--- src/rtl/uart_ice40.sv ---
// Compact full-duplex 8N1 UART for iCE40-class parts.
// TX pin is inverted (idle low); RX pin is normal polarity (idle high).
module uart_ice40 #(
  parameter int SUBDIV16          = 0,
  parameter int ADJUSTSAMPLEPOINT = 0
) (
  input  logic       clk,
  input  logic       rst_n,
  input  logic       bitxce,
  input  logic       load,
  input  logic [7:0] d,
  output logic       txpin,
  output logic       txbusy,
  input  logic       rxpin,
  output logic       bytercvd,
  output logic [7:0] q,
  output logic [1:0] rxst
);

  localparam int         T    = 8 * (1 + SUBDIV16);
  localparam logic [3:0] TEND = 4'(T - 1);
  localparam logic [3:0] HEND = 4'(T / 2 - 1 - ADJUSTSAMPLEPOINT);

  typedef enum logic [1:0] {
    HUNT = 2'b00,
    GRCE = 2'b01,
    RECV = 2'b10,
    STOP = 2'b11
  } rx_state_t;

  logic       txbusy_q, txbusy_d;
  logic       txpin_q, txpin_d;
  logic [7:0] tx_sr_q, tx_sr_d;
  logic [3:0] tx_bit_q, tx_bit_d;
  logic [3:0] tx_tick_q, tx_tick_d;

  logic       rx_s1_q, rx_s1_d;
  logic       rx_s2_q, rx_s2_d;
  logic       rx_last_q, rx_last_d;
  rx_state_t  rx_st_q, rx_st_d;
  logic [3:0] rx_tick_q, rx_tick_d;
  logic [2:0] rx_bit_q, rx_bit_d;
  logic [7:0] rx_sr_q, rx_sr_d;
  logic [7:0] q_q, q_d;
  logic       rcvd_q, rcvd_d;

  // tx_bit: 0 waiting for first tick, 1 start, 2..9 data, 10 stop
  always_comb begin
    txbusy_d  = txbusy_q;
    txpin_d   = txpin_q;
    tx_sr_d   = tx_sr_q;
    tx_bit_d  = tx_bit_q;
    tx_tick_d = tx_tick_q;
    if (!txbusy_q) begin
      if (load) begin
        txbusy_d  = 1'b1;
        tx_sr_d   = d;
        tx_bit_d  = 4'd0;
        tx_tick_d = 4'd0;
      end
    end else if (bitxce) begin
      if (tx_bit_q == 4'd0) begin
        txpin_d   = 1'b1;
        tx_bit_d  = 4'd1;
        tx_tick_d = 4'd0;
      end else if (tx_tick_q != TEND) begin
        tx_tick_d = tx_tick_q + 4'd1;
      end else begin
        tx_tick_d = 4'd0;
        tx_bit_d  = tx_bit_q + 4'd1;
        unique case (1'b1)
          tx_bit_q == 4'd10: begin
            txbusy_d = 1'b0;
            tx_bit_d = 4'd0;
          end
          tx_bit_q == 4'd9: txpin_d = 1'b0;
          default: begin
            txpin_d = ~tx_sr_q[0];
            tx_sr_d = {1'b0, tx_sr_q[7:1]};
          end
        endcase
      end
    end
  end

  always_comb begin
    rx_s1_d   = rxpin;
    rx_s2_d   = rx_s1_q;
    rx_last_d = rx_last_q;
    rx_st_d   = rx_st_q;
    rx_tick_d = rx_tick_q;
    rx_bit_d  = rx_bit_q;
    rx_sr_d   = rx_sr_q;
    q_d       = q_q;
    rcvd_d    = 1'b0;
    if (bitxce) begin
      rx_last_d = rx_s2_q;
      unique case (rx_st_q)
        HUNT: begin
          // edge, not level: a held-low line never restarts
          if (rx_last_q && !rx_s2_q) begin
            rx_st_d   = GRCE;
            rx_tick_d = 4'd0;
          end
        end
        GRCE: begin
          if (rx_tick_q == HEND) begin
            rx_tick_d = 4'd0;
            rx_bit_d  = 3'd0;
            rx_st_d   = rx_s2_q ? HUNT : RECV;
          end else begin
            rx_tick_d = rx_tick_q + 4'd1;
          end
        end
        RECV: begin
          if (rx_tick_q == TEND) begin
            rx_tick_d = 4'd0;
            rx_sr_d   = {rx_s2_q, rx_sr_q[7:1]};
            rx_bit_d  = rx_bit_q + 3'd1;
            if (rx_bit_q == 3'd7) rx_st_d = STOP;
          end else begin
            rx_tick_d = rx_tick_q + 4'd1;
          end
        end
        STOP: begin
          if (rx_tick_q == TEND) begin
            rx_tick_d = 4'd0;
            rx_st_d   = HUNT;
            if (rx_s2_q) begin
              q_d    = rx_sr_q;
              rcvd_d = 1'b1;
            end
          end else begin
            rx_tick_d = rx_tick_q + 4'd1;
          end
        end
      endcase
    end
  end

  always_ff @(posedge clk or negedge rst_n) begin
    if (!rst_n) begin
      txbusy_q  <= 1'b0;
      txpin_q   <= 1'b0;
      tx_sr_q   <= 8'd0;
      tx_bit_q  <= 4'd0;
      tx_tick_q <= 4'd0;
      rx_s1_q   <= 1'b1;
      rx_s2_q   <= 1'b1;
      rx_last_q <= 1'b1;
      rx_st_q   <= HUNT;
      rx_tick_q <= 4'd0;
      rx_bit_q  <= 3'd0;
      rx_sr_q   <= 8'd0;
      q_q       <= 8'd0;
      rcvd_q    <= 1'b0;
    end else begin
      txbusy_q  <= txbusy_d;
      txpin_q   <= txpin_d;
      tx_sr_q   <= tx_sr_d;
      tx_bit_q  <= tx_bit_d;
      tx_tick_q <= tx_tick_d;
      rx_s1_q   <= rx_s1_d;
      rx_s2_q   <= rx_s2_d;
      rx_last_q <= rx_last_d;
      rx_st_q   <= rx_st_d;
      rx_tick_q <= rx_tick_d;
      rx_bit_q  <= rx_bit_d;
      rx_sr_q   <= rx_sr_d;
      q_q       <= q_d;
      rcvd_q    <= rcvd_d;
    end
  end

  assign txpin    = txpin_q;
  assign txbusy   = txbusy_q;
  assign bytercvd = rcvd_q;
  assign q        = q_q;
  assign rxst     = rx_st_q;

endmodule

--- config.mk ---
export PLATFORM = sky130hd
export DESIGN_NAME = uart_ice40
export DESIGN_NICKNAME = d
export VERILOG_FILES = /design/src/rtl/uart_ice40.sv
export SDC_FILE = /design/constraint.sdc
export NUM_CORES = 1
export LEC_CHECK = 0
export BUFFER_PORTS_ARGS = -buffer_cell sky130_fd_sc_hd__buf_2
export CAP_MARGIN = 25
export CELL_PAD_IN_SITES_DETAIL_PLACEMENT = 1
export CELL_PAD_IN_SITES_GLOBAL_PLACEMENT = 2
export CORE_MARGIN = 1
export CORE_UTILIZATION = 34
export DETAILED_ROUTE_END_ITERATION = 10
export PLACE_DENSITY = 0.84
export SYNTH_ARGS = -nofsm -noshare
export SYNTH_HDL_FRONTEND = slang
export SYNTH_SLANG_ARGS = --single-unit
--- constraint.sdc ---
create_clock -name clk -period 1.7 [get_ports clk]
set_input_delay 0.17 -clock clk [delete_from_list [all_inputs] [get_ports clk]]
set_output_delay 0.17 -clock clk [all_outputs]
set_load 0.02 [all_outputs]
==> results of run 1 <==
-- per-layer routing --
layer | vias to the layer above | share of wire [%] | GRT usage, %
met5 | - | 0 | 0
met4 | 0 | 0.37 | 2.98
met3 | 2 | 2.5 | 2.77
met2 | 27 | 52 | 27.5
met1 | 907 | 45 | 20.9
li1 | 849 | - | -
-- Yosys cell counts (all sizes together), types with 5 or more instances --
| master | count | area, sq um |
|---|---|---|
| nor2 | 14 | 55.1 |
| dfrtp | 44 | 1100 |
| inv | 13 | 48.8 |
| clkbuf | 7 | 26.3 |
| xor2 | 5 | 43.8 |
| a21oi | 5 | 25.0 |
| a221oi | 6 | 52.6 |
| mux2 | 18 | 203 |
| nand2 | 14 | 52.6 |
| o31ai | 5 | 37.5 |
| a22o | 5 | 43.8 |
| o21ai | 13 | 65.1 |
| a211oi | 8 | 60.1 |
| buf | 9 | 57.6 |
-- registers in the layout, summed over array words and instances, names as in the netlist, named ones only --
signal	count
rx_last_q	1
txbusy	1
tx_bit_q	4
rx_sr_q	8
rx_s1_q	1
bytercvd	1
rx_bit_q	3
rx_s2_q	1
rx_tick_q	4
txpin	1
rxst	1
q	8
tx_sr_q	8
tx_tick_q	4
-- path summary, 6_finish.rpt --
path                         startpoint          to  slack [ps]  depth (start not counted)
min in group asynchronous         rst_n     rxst[0]         370                          3
hold reg to reg                 rx_s1_q     rx_s2_q         370                          0
max in group asynchronous         rst_n     rx_s1_q        1040                          3
setup reg to reg           rx_tick_q[0]  rx_sr_q[6]          30                          6
hold / removal                     d[7]  tx_sr_q[7]          80                          3
setup / recovery           rx_tick_q[0]  rx_sr_q[6]          30                          6
-- cells by family after synthesis --
group                      share of synthesized area (%)
and+or+nand+nor                                     12.4
DFF                                                 51.5
muxes                                               8.85
xor gates and xnor gates                            2.29
AOI/OAI and AO/OA                                   17.0
adders and majority gates                           2.18
buffers and inverters                               5.79
-- power groups by stage --
stage | Sequential [uW] | Clock (uW) | Combinational, uW
after floorplan | 1570 | 0 | 750
after global placement | 1590 | 0 | 1090
after detailed placement | 1610 | 0 | 1120
after CTS | 1590 | 870 | 1160
after global routing | 1640 | 915 | 1340
final | 1600 | 847 | 1180
-- cell usage in the layout (no fill, tap or decap), types with 2 or more instances in the layout --
cell type,synthesis,routed
a211oi_1,8,8
a21oi_1,5,5
a221oi_1,6,6
a22o_1,5,5
and2_1,2,2
buf_2,7,25
buf_4,0,23
buf_6,2,2
clkbuf_8,0,5
dfrtp_1,44,43
dfstp_2,3,3
dlygate4sd3_1,0,2
ha_1,4,2
ha_2,0,2
inv_1,13,13
mux2_2,18,10
mux2_4,0,8
nand2_1,14,14
nand2b_1,2,2
nand3_1,4,4
nand3b_1,2,2
nand4_1,4,4
nor2_1,13,12
nor2b_1,4,3
nor3_1,3,3
o21a_1,2,2
o21ai_0,13,13
o31ai_1,5,5
xor2_1,5,5
-- cell type report --
cell class | count | share of cell area [%]
tap | 77 | 3.40
clock inverter | 3 | 1.68
clock buffer | 5 | 2.43
inverter | 13 | 1.72
multi-input combinational | 137 | 36.5
timing repair buffer | 53 | 12.7
sequential | 47 | 41.6
-- stage by stage --
step                      setup TNS [ps]  setup slack [ps]
after floorplan                     -366             -59.7
after global routing               -1240             -98.9
after detailed placement               0              12.2
after global placement                 0              69.7
final                                  0              27.8
after CTS                              0              1.19
-- critical path, cell delays in order (launching register included) --
cell and delay (ps):
dfrtp_1 370, ha_2 190, nor2b_4 150, nand4_1 190
nor2_2 200, buf_6 160, mux2_4 300
-- timing repair --
item / 4_1_cts / 5_1_grt
hold endpoints to repair: 45 / 0
endpoints found under the setup margin: 16 / 18
hold buffers: 2 / 0
resized for setup: 2 / 15
pin swaps: 2 / 4
buffers inserted: 1 / 2
==> impl_summary.log, run 1 <==
[metrics] violated checks: DRC
[metrics] transition time of the tightest slew-check pin: 548 ps
[metrics] DRT Wirelength: 5200 um
[metrics] proportion of layout cells with a drive suffix above 1: 35.3%
[metrics] worst skew pair latency: 290 ps
[metrics] antenna violation net count after detailed routing: 0
[metrics] cell area after synthesis: 2290 sq um
[metrics] maximum operating frequency: 0.598 GHz
[metrics] total of flip-flops plus latches after synthesis: 47
[metrics] final HPWL from detailed placement: 3740 um
[metrics] I/O pin total: 26
[metrics] Rows: 29
[metrics] maximum clock insertion buffer count: 2
[metrics] number of warnings reported in the yosys synthesis log: 0
[metrics] Internal Power: 2400 uW
[metrics] CTS Buf Count: 5
[metrics] average footprint of a synthesized cell: 10.8 sq um
[metrics] fraction of synthesis flops using an asynchronous set or reset pin: 100%
[metrics] wire length of the first global-routing pass: 9110 um
[metrics] final hold viol count: 0
[metrics] Final nets: 274
[metrics] CTS tree: built
[metrics] via count of the first global-routing pass: 1929
[metrics] H-tree lvl count: 2
[metrics] nature of the critical path endpoint: flip-flop
[metrics] Buffers on Ports: 25
[metrics] clk_skew: 7.37 ps
[metrics] Area Overhead vs Synth: 23.9%
[metrics] P_leak: 0.00134 uW
[metrics] largest net degree at the start of global routing: 48
[metrics] Layout fillers: 715
[metrics] number of max-slew violations in the final report: 0
[metrics] worst setup path category: flip-flop to flip-flop
[metrics] # setup viols final: 0
[metrics] Layout Utilization: 44.2%
[metrics] fraction of power consumed by sequential logic: 44.2%
[metrics] crit path time final: 1670 ps
[metrics] share of power burned in combinational logic: 32.5%
[metrics] Starting DRT DRC Count: 57
[metrics] total power of the final layout: 3630 uW
[metrics] largest fanout on the critical path: 5
[metrics] routed len/inst: 15.5 um
[metrics] full die area: 7070 sq um
[metrics] data required time at the worst endpoint: 1890 ps
[metrics] Total GRT Usage: 15.9%
[metrics] number of optimization iterations in the first detailed-route pass: 7
[metrics] area taken by multi-input logic gates: 1030 sq um
[metrics] non-filler cells in the finished layout: 335
[metrics] total via count in the routed design: 1785
[metrics] clock tree sinks: 47
[metrics] Sequential cell area: 1180 sq um
[metrics] width of the chip: 84.1 um
[metrics] clock network fraction of total power: 23.3%
[metrics] switching power: 1230 uW
[metrics] post-route fraction of the period consumed by the critical path: 98.4%
[metrics] Max transition margin: 63.0%
[metrics] count of flip-flops with a built-in enable after synthesis: 0
[metrics] Peak VDD IR: 515 uV
[metrics] proportion of synthesized chip area in sequential cells: 51.5%
[metrics] arrival time at the worst endpoint: 1860 ps
[metrics] switching share of power: 33.9%
[metrics] Synth Net Count: 230
[metrics] Vert. Die Dim: 84.1 um
[metrics] clock input transition at the sequential cells of the worst setup and hold paths: 100 ps
[metrics] Final Hold Slack: 76.0 ps
[metrics] DRC errors left: 4
[metrics] count of cell types in the netlist: 43
[metrics] Core Box Area: 6420 sq um
[metrics] CP Launch Type: flip-flop
[metrics] PD cells: 1280 nW/um^2
[metrics] RD Place Congestion: 0.780
[metrics] Main synth FF type: dfrtp_1
[metrics] final std cell area, no fill: 2840 sq um
[metrics] antenna violations before repair: 0
[metrics] cells after synthesis: 213
[metrics] Tightest Hold Check Type: input port to flip-flop
[metrics] ant diodes: 0
[metrics] RSZ-0062 raised after global routing: true
[metrics] Initial Utilization: 35.7%
[metrics] area after detailed placement: 2620 sq um
[metrics] residual overflow from global routing: 0
[metrics] status: complete, but fails checks
[metrics] post-DR vias/cell: 5.33
[metrics] Root Driver: clkbuf_8
[metrics] Placed Cells incl. Taps: 322
[metrics] Max-cap violations: 0
Power figures use the tool's default switching activity.
==> run 2: changes to the inputs <==
==> constraint.sdc (replaced) <==
create_clock -name clk -period 1.7 [get_ports clk]
set_input_delay 0.17 -clock clk [delete_from_list [all_inputs] [get_ports clk]]
set_output_delay 0.17 -clock clk [all_outputs]
set_load 0.1 [all_outputs]
==> run 2 against run 1 <==
Net effect: the run ends with DRC, setup timing left; sequential share of layout area is 0.92 points lower; utilization is 1.5 points higher; non-clock buffer count up 2; critical path depth unchanged; wire length increased by 2.7%; via count rose by 0.50%; worst setup slack got worse by 54 ps; die area stayed put; count of clock-buffer cells in the layout did not move; sequential power increased by 4%; critical endpoint is now q[7].
==> impl_summary.log, run 2 (same netlist as run 1, synthesis figures left out) <==
[metrics] Vert. Die Dim: 84.1 um (unchanged)
[metrics] Root Driver: clkbuf_8 (unchanged)
[metrics] register-to-register setup slack: -30 ps (was 30 ps)
[metrics] CP peak stage delay: 380 ps (was 370 ps)
[metrics] Starting DRT DRC Count: 84 (was 57)
[metrics] width of the chip: 84.1 um (unchanged)
[metrics] Buffers on Ports: 25 (unchanged)
[metrics] CTS Buf Count: 5 (unchanged)
[metrics] worst skew pair latency: 290 ps (about the same)
[metrics] number of max-slew violations in the final report: 0 (unchanged)
[metrics] ant diodes: 0 (unchanged)
[metrics] DRT Wirelength: 5340 um (was 5200 um)
[metrics] Area Overhead vs Synth: 28.0% (was 23.9%)
[metrics] antenna violations before repair: 0 (unchanged)
[metrics] PD cells: 1370 nW/um^2 (was 1280 nW/um^2)
[metrics] sequence of cells on the critical path: ha_1 > nor2b_2 > nand4_1 > buf_4 > nor2_4 > mux2_2 (was ha_2 > nor2b_4 > nand4_1 > nor2_2 > buf_6 > mux2_4)
[metrics] proportion of layout cells with a drive suffix above 1: 41.4% (was 35.3%)
[metrics] clk_skew: 6.33 ps (was 7.37 ps)
[metrics] Peak VDD IR: 552 uV (was 515 uV)
[metrics] DRC errors left: 2 (was 4)
[metrics] RD Place Congestion: 0.788 (was 0.780)
[metrics] status: complete, but fails checks (unchanged)
[metrics] Max-cap violations: 0 (unchanged)
[metrics] final hold viol count: 0 (unchanged)
[metrics] crit path time final: 1730 ps (was 1670 ps)
[metrics] Layout Utilization: 45.7% (was 44.2%)
[metrics] Placed Cells incl. Taps: 321 (was 322)
[metrics] CP Launch Type: flip-flop (unchanged)
[metrics] final HPWL from detailed placement: 3770 um (was 3740 um)
[metrics] wire length of the first global-routing pass: 9070 um (was 9110 um)
[metrics] Initial Utilization: 35.7% (unchanged)
[metrics] clock tree sinks: 47 (unchanged)
[metrics] post-DR vias/cell: 5.31 (was 5.33)
[metrics] H-tree lvl count: 2 (unchanged)
[metrics] RSZ-0062 raised after global routing: true (unchanged)
[metrics] non-filler cells in the finished layout: 338 (was 335)
[metrics] residual overflow from global routing: 0 (unchanged)
[metrics] maximum operating frequency: 0.579 GHz (was 0.598 GHz)
[metrics] Tightest Hold Check Type: input port to flip-flop (unchanged)
[metrics] number of optimization iterations in the first detailed-route pass: 9 (was 7)
[metrics] Max transition margin: 67.7% (was 63.0%)
[metrics] cell type of the slowest stage on the worst timing path: dfrtp_1 (unchanged)
[metrics] nature of the critical path endpoint: flip-flop (unchanged)
[metrics] antenna violation net count after detailed routing: 0 (unchanged)
[metrics] top library cells by usage in the layout, fill and taps aside: dfrtp_1 (39), buf_4 (26), buf_2 (25) (was dfrtp_1 (43), buf_2 (25), buf_4 (23))
[metrics] data required time at the worst endpoint: 1880 ps (was 1890 ps)
[metrics] CTS tree: built (unchanged)
[metrics] Final nets: 277 (was 274)
[metrics] Core Box Area: 6420 sq um (unchanged)
[metrics] Total GRT Usage: 16.1% (was 15.9%)
[metrics] routed len/inst: 15.8 um (was 15.5 um)
[metrics] P_leak: 0.00139 uW (was 0.00134 uW)
[metrics] Rows: 29 (unchanged)
[metrics] maximum clock insertion buffer count: 2 (unchanged)
[metrics] post-route fraction of the period consumed by the critical path: 102% (was 98.4%)
[metrics] largest net degree at the start of global routing: 20 (was 48)
[metrics] via count of the first global-routing pass: 1823 (was 1929)
[metrics] total via count in the routed design: 1794 (was 1785)
[metrics] clock input transition at the sequential cells of the worst setup and hold paths: 90 ps (was 100 ps)
[metrics] # setup viols final: 4 (was 0)
[metrics] transition time of the tightest slew-check pin: 488 ps (was 548 ps)
[metrics] I/O pin total: 26 (unchanged)
[metrics] commonest non-fill, non-tap cell in the layout: dfrtp_1 (unchanged)
[metrics] Setup WS pre-CTS: -19.7 ps (was 12.2 ps)
[metrics] full die area: 7070 sq um (unchanged)
[metrics] largest fanout on the critical path: 5 (unchanged)
[metrics] violated checks: DRC, setup timing (was DRC)
[metrics] total power of the final layout: 4030 uW (was 3630 uW)
[metrics] arrival time at the worst endpoint: 1900 ps (was 1860 ps)
[metrics] worst setup path category: flip-flop to flip-flop (unchanged)
[metrics] Layout fillers: 709 (was 715)
[metrics] Final WS setup: -25.8 ps (was 27.8 ps)
run 2: worst max-delay path, delay by kind of cell (launching register included):
kind / cells / cell delay, ps
and+or+nand+nor: 3 / 510
DFF: 1 / 380
muxes: 1 / 370
adders and majority gates: 1 / 160
buffers and inverters: 1 / 190
run 2: final cells by class:
| type | instances | area (sq um) | share of cell area [%] |
|---|---|---|---|
| clock buffer | 5 | 68.8 | 2.35 |
| clock inverter | 3 | 71.3 | 2.43 |
| inverter | 13 | 48.8 | 1.66 |
| multi-input combinational | 138 | 1090 | 37.2 |
| sequential | 47 | 1190 | 40.7 |
| tap | 77 | 96.3 | 3.28 |
| timing repair buffer | 55 | 363 | 12.4 |
run 2: where the power goes:
part	internal [uW]	total, uW	leakage (uW)	switching (uW)
clock	597	994	0.0000703	397
sequential	1400	1660	0.000591	269
combinational	572	1370	0.000726	799
run 2: metrics by stage:
stage               hold slack (ps)  setup TNS [ps]  cell area [sq um]
detailed placement              161           -90.4               2630
global placement                149           -18.9               2630
floorplan                      -126            -408               2350
global route                    104            -952               2930
CTS                            62.6               0               2830
finish                         73.6           -73.4               2930
run 2: what timing repair did:
action / CTS / global route
endpoints found under the setup margin: 18 / 26
gates cloned: 0 / 1
pin swaps: 3 / 7
setup buffers: 3 / 3
gates resized for setup: 4 / 19
hold buffers: 2 / 0
endpoints found under the hold margin: 17 / 0
run 2: per-layer routing:
metal | wire [um] | track usage (%)
met5 | 0 | 0
met1 | 2550 | 21.4
met3 | 152 | 3.26
met2 | 2620 | 27.2
met4 | 19 | 3.45
run 2: path summary, 6_finish.rpt:
kind | start | end | cells after the start
max | rx_tick_q[1] | q[7] | 6
min | d[7] | tx_sr_q[7] | 3
max reg2reg | rx_tick_q[1] | q[7] | 6
min reg2reg | rx_s1_q | rx_s2_q | 0
max in group asynchronous | rst_n | rx_last_q | 3
min in group asynchronous | rst_n | rx_tick_q[2] | 2
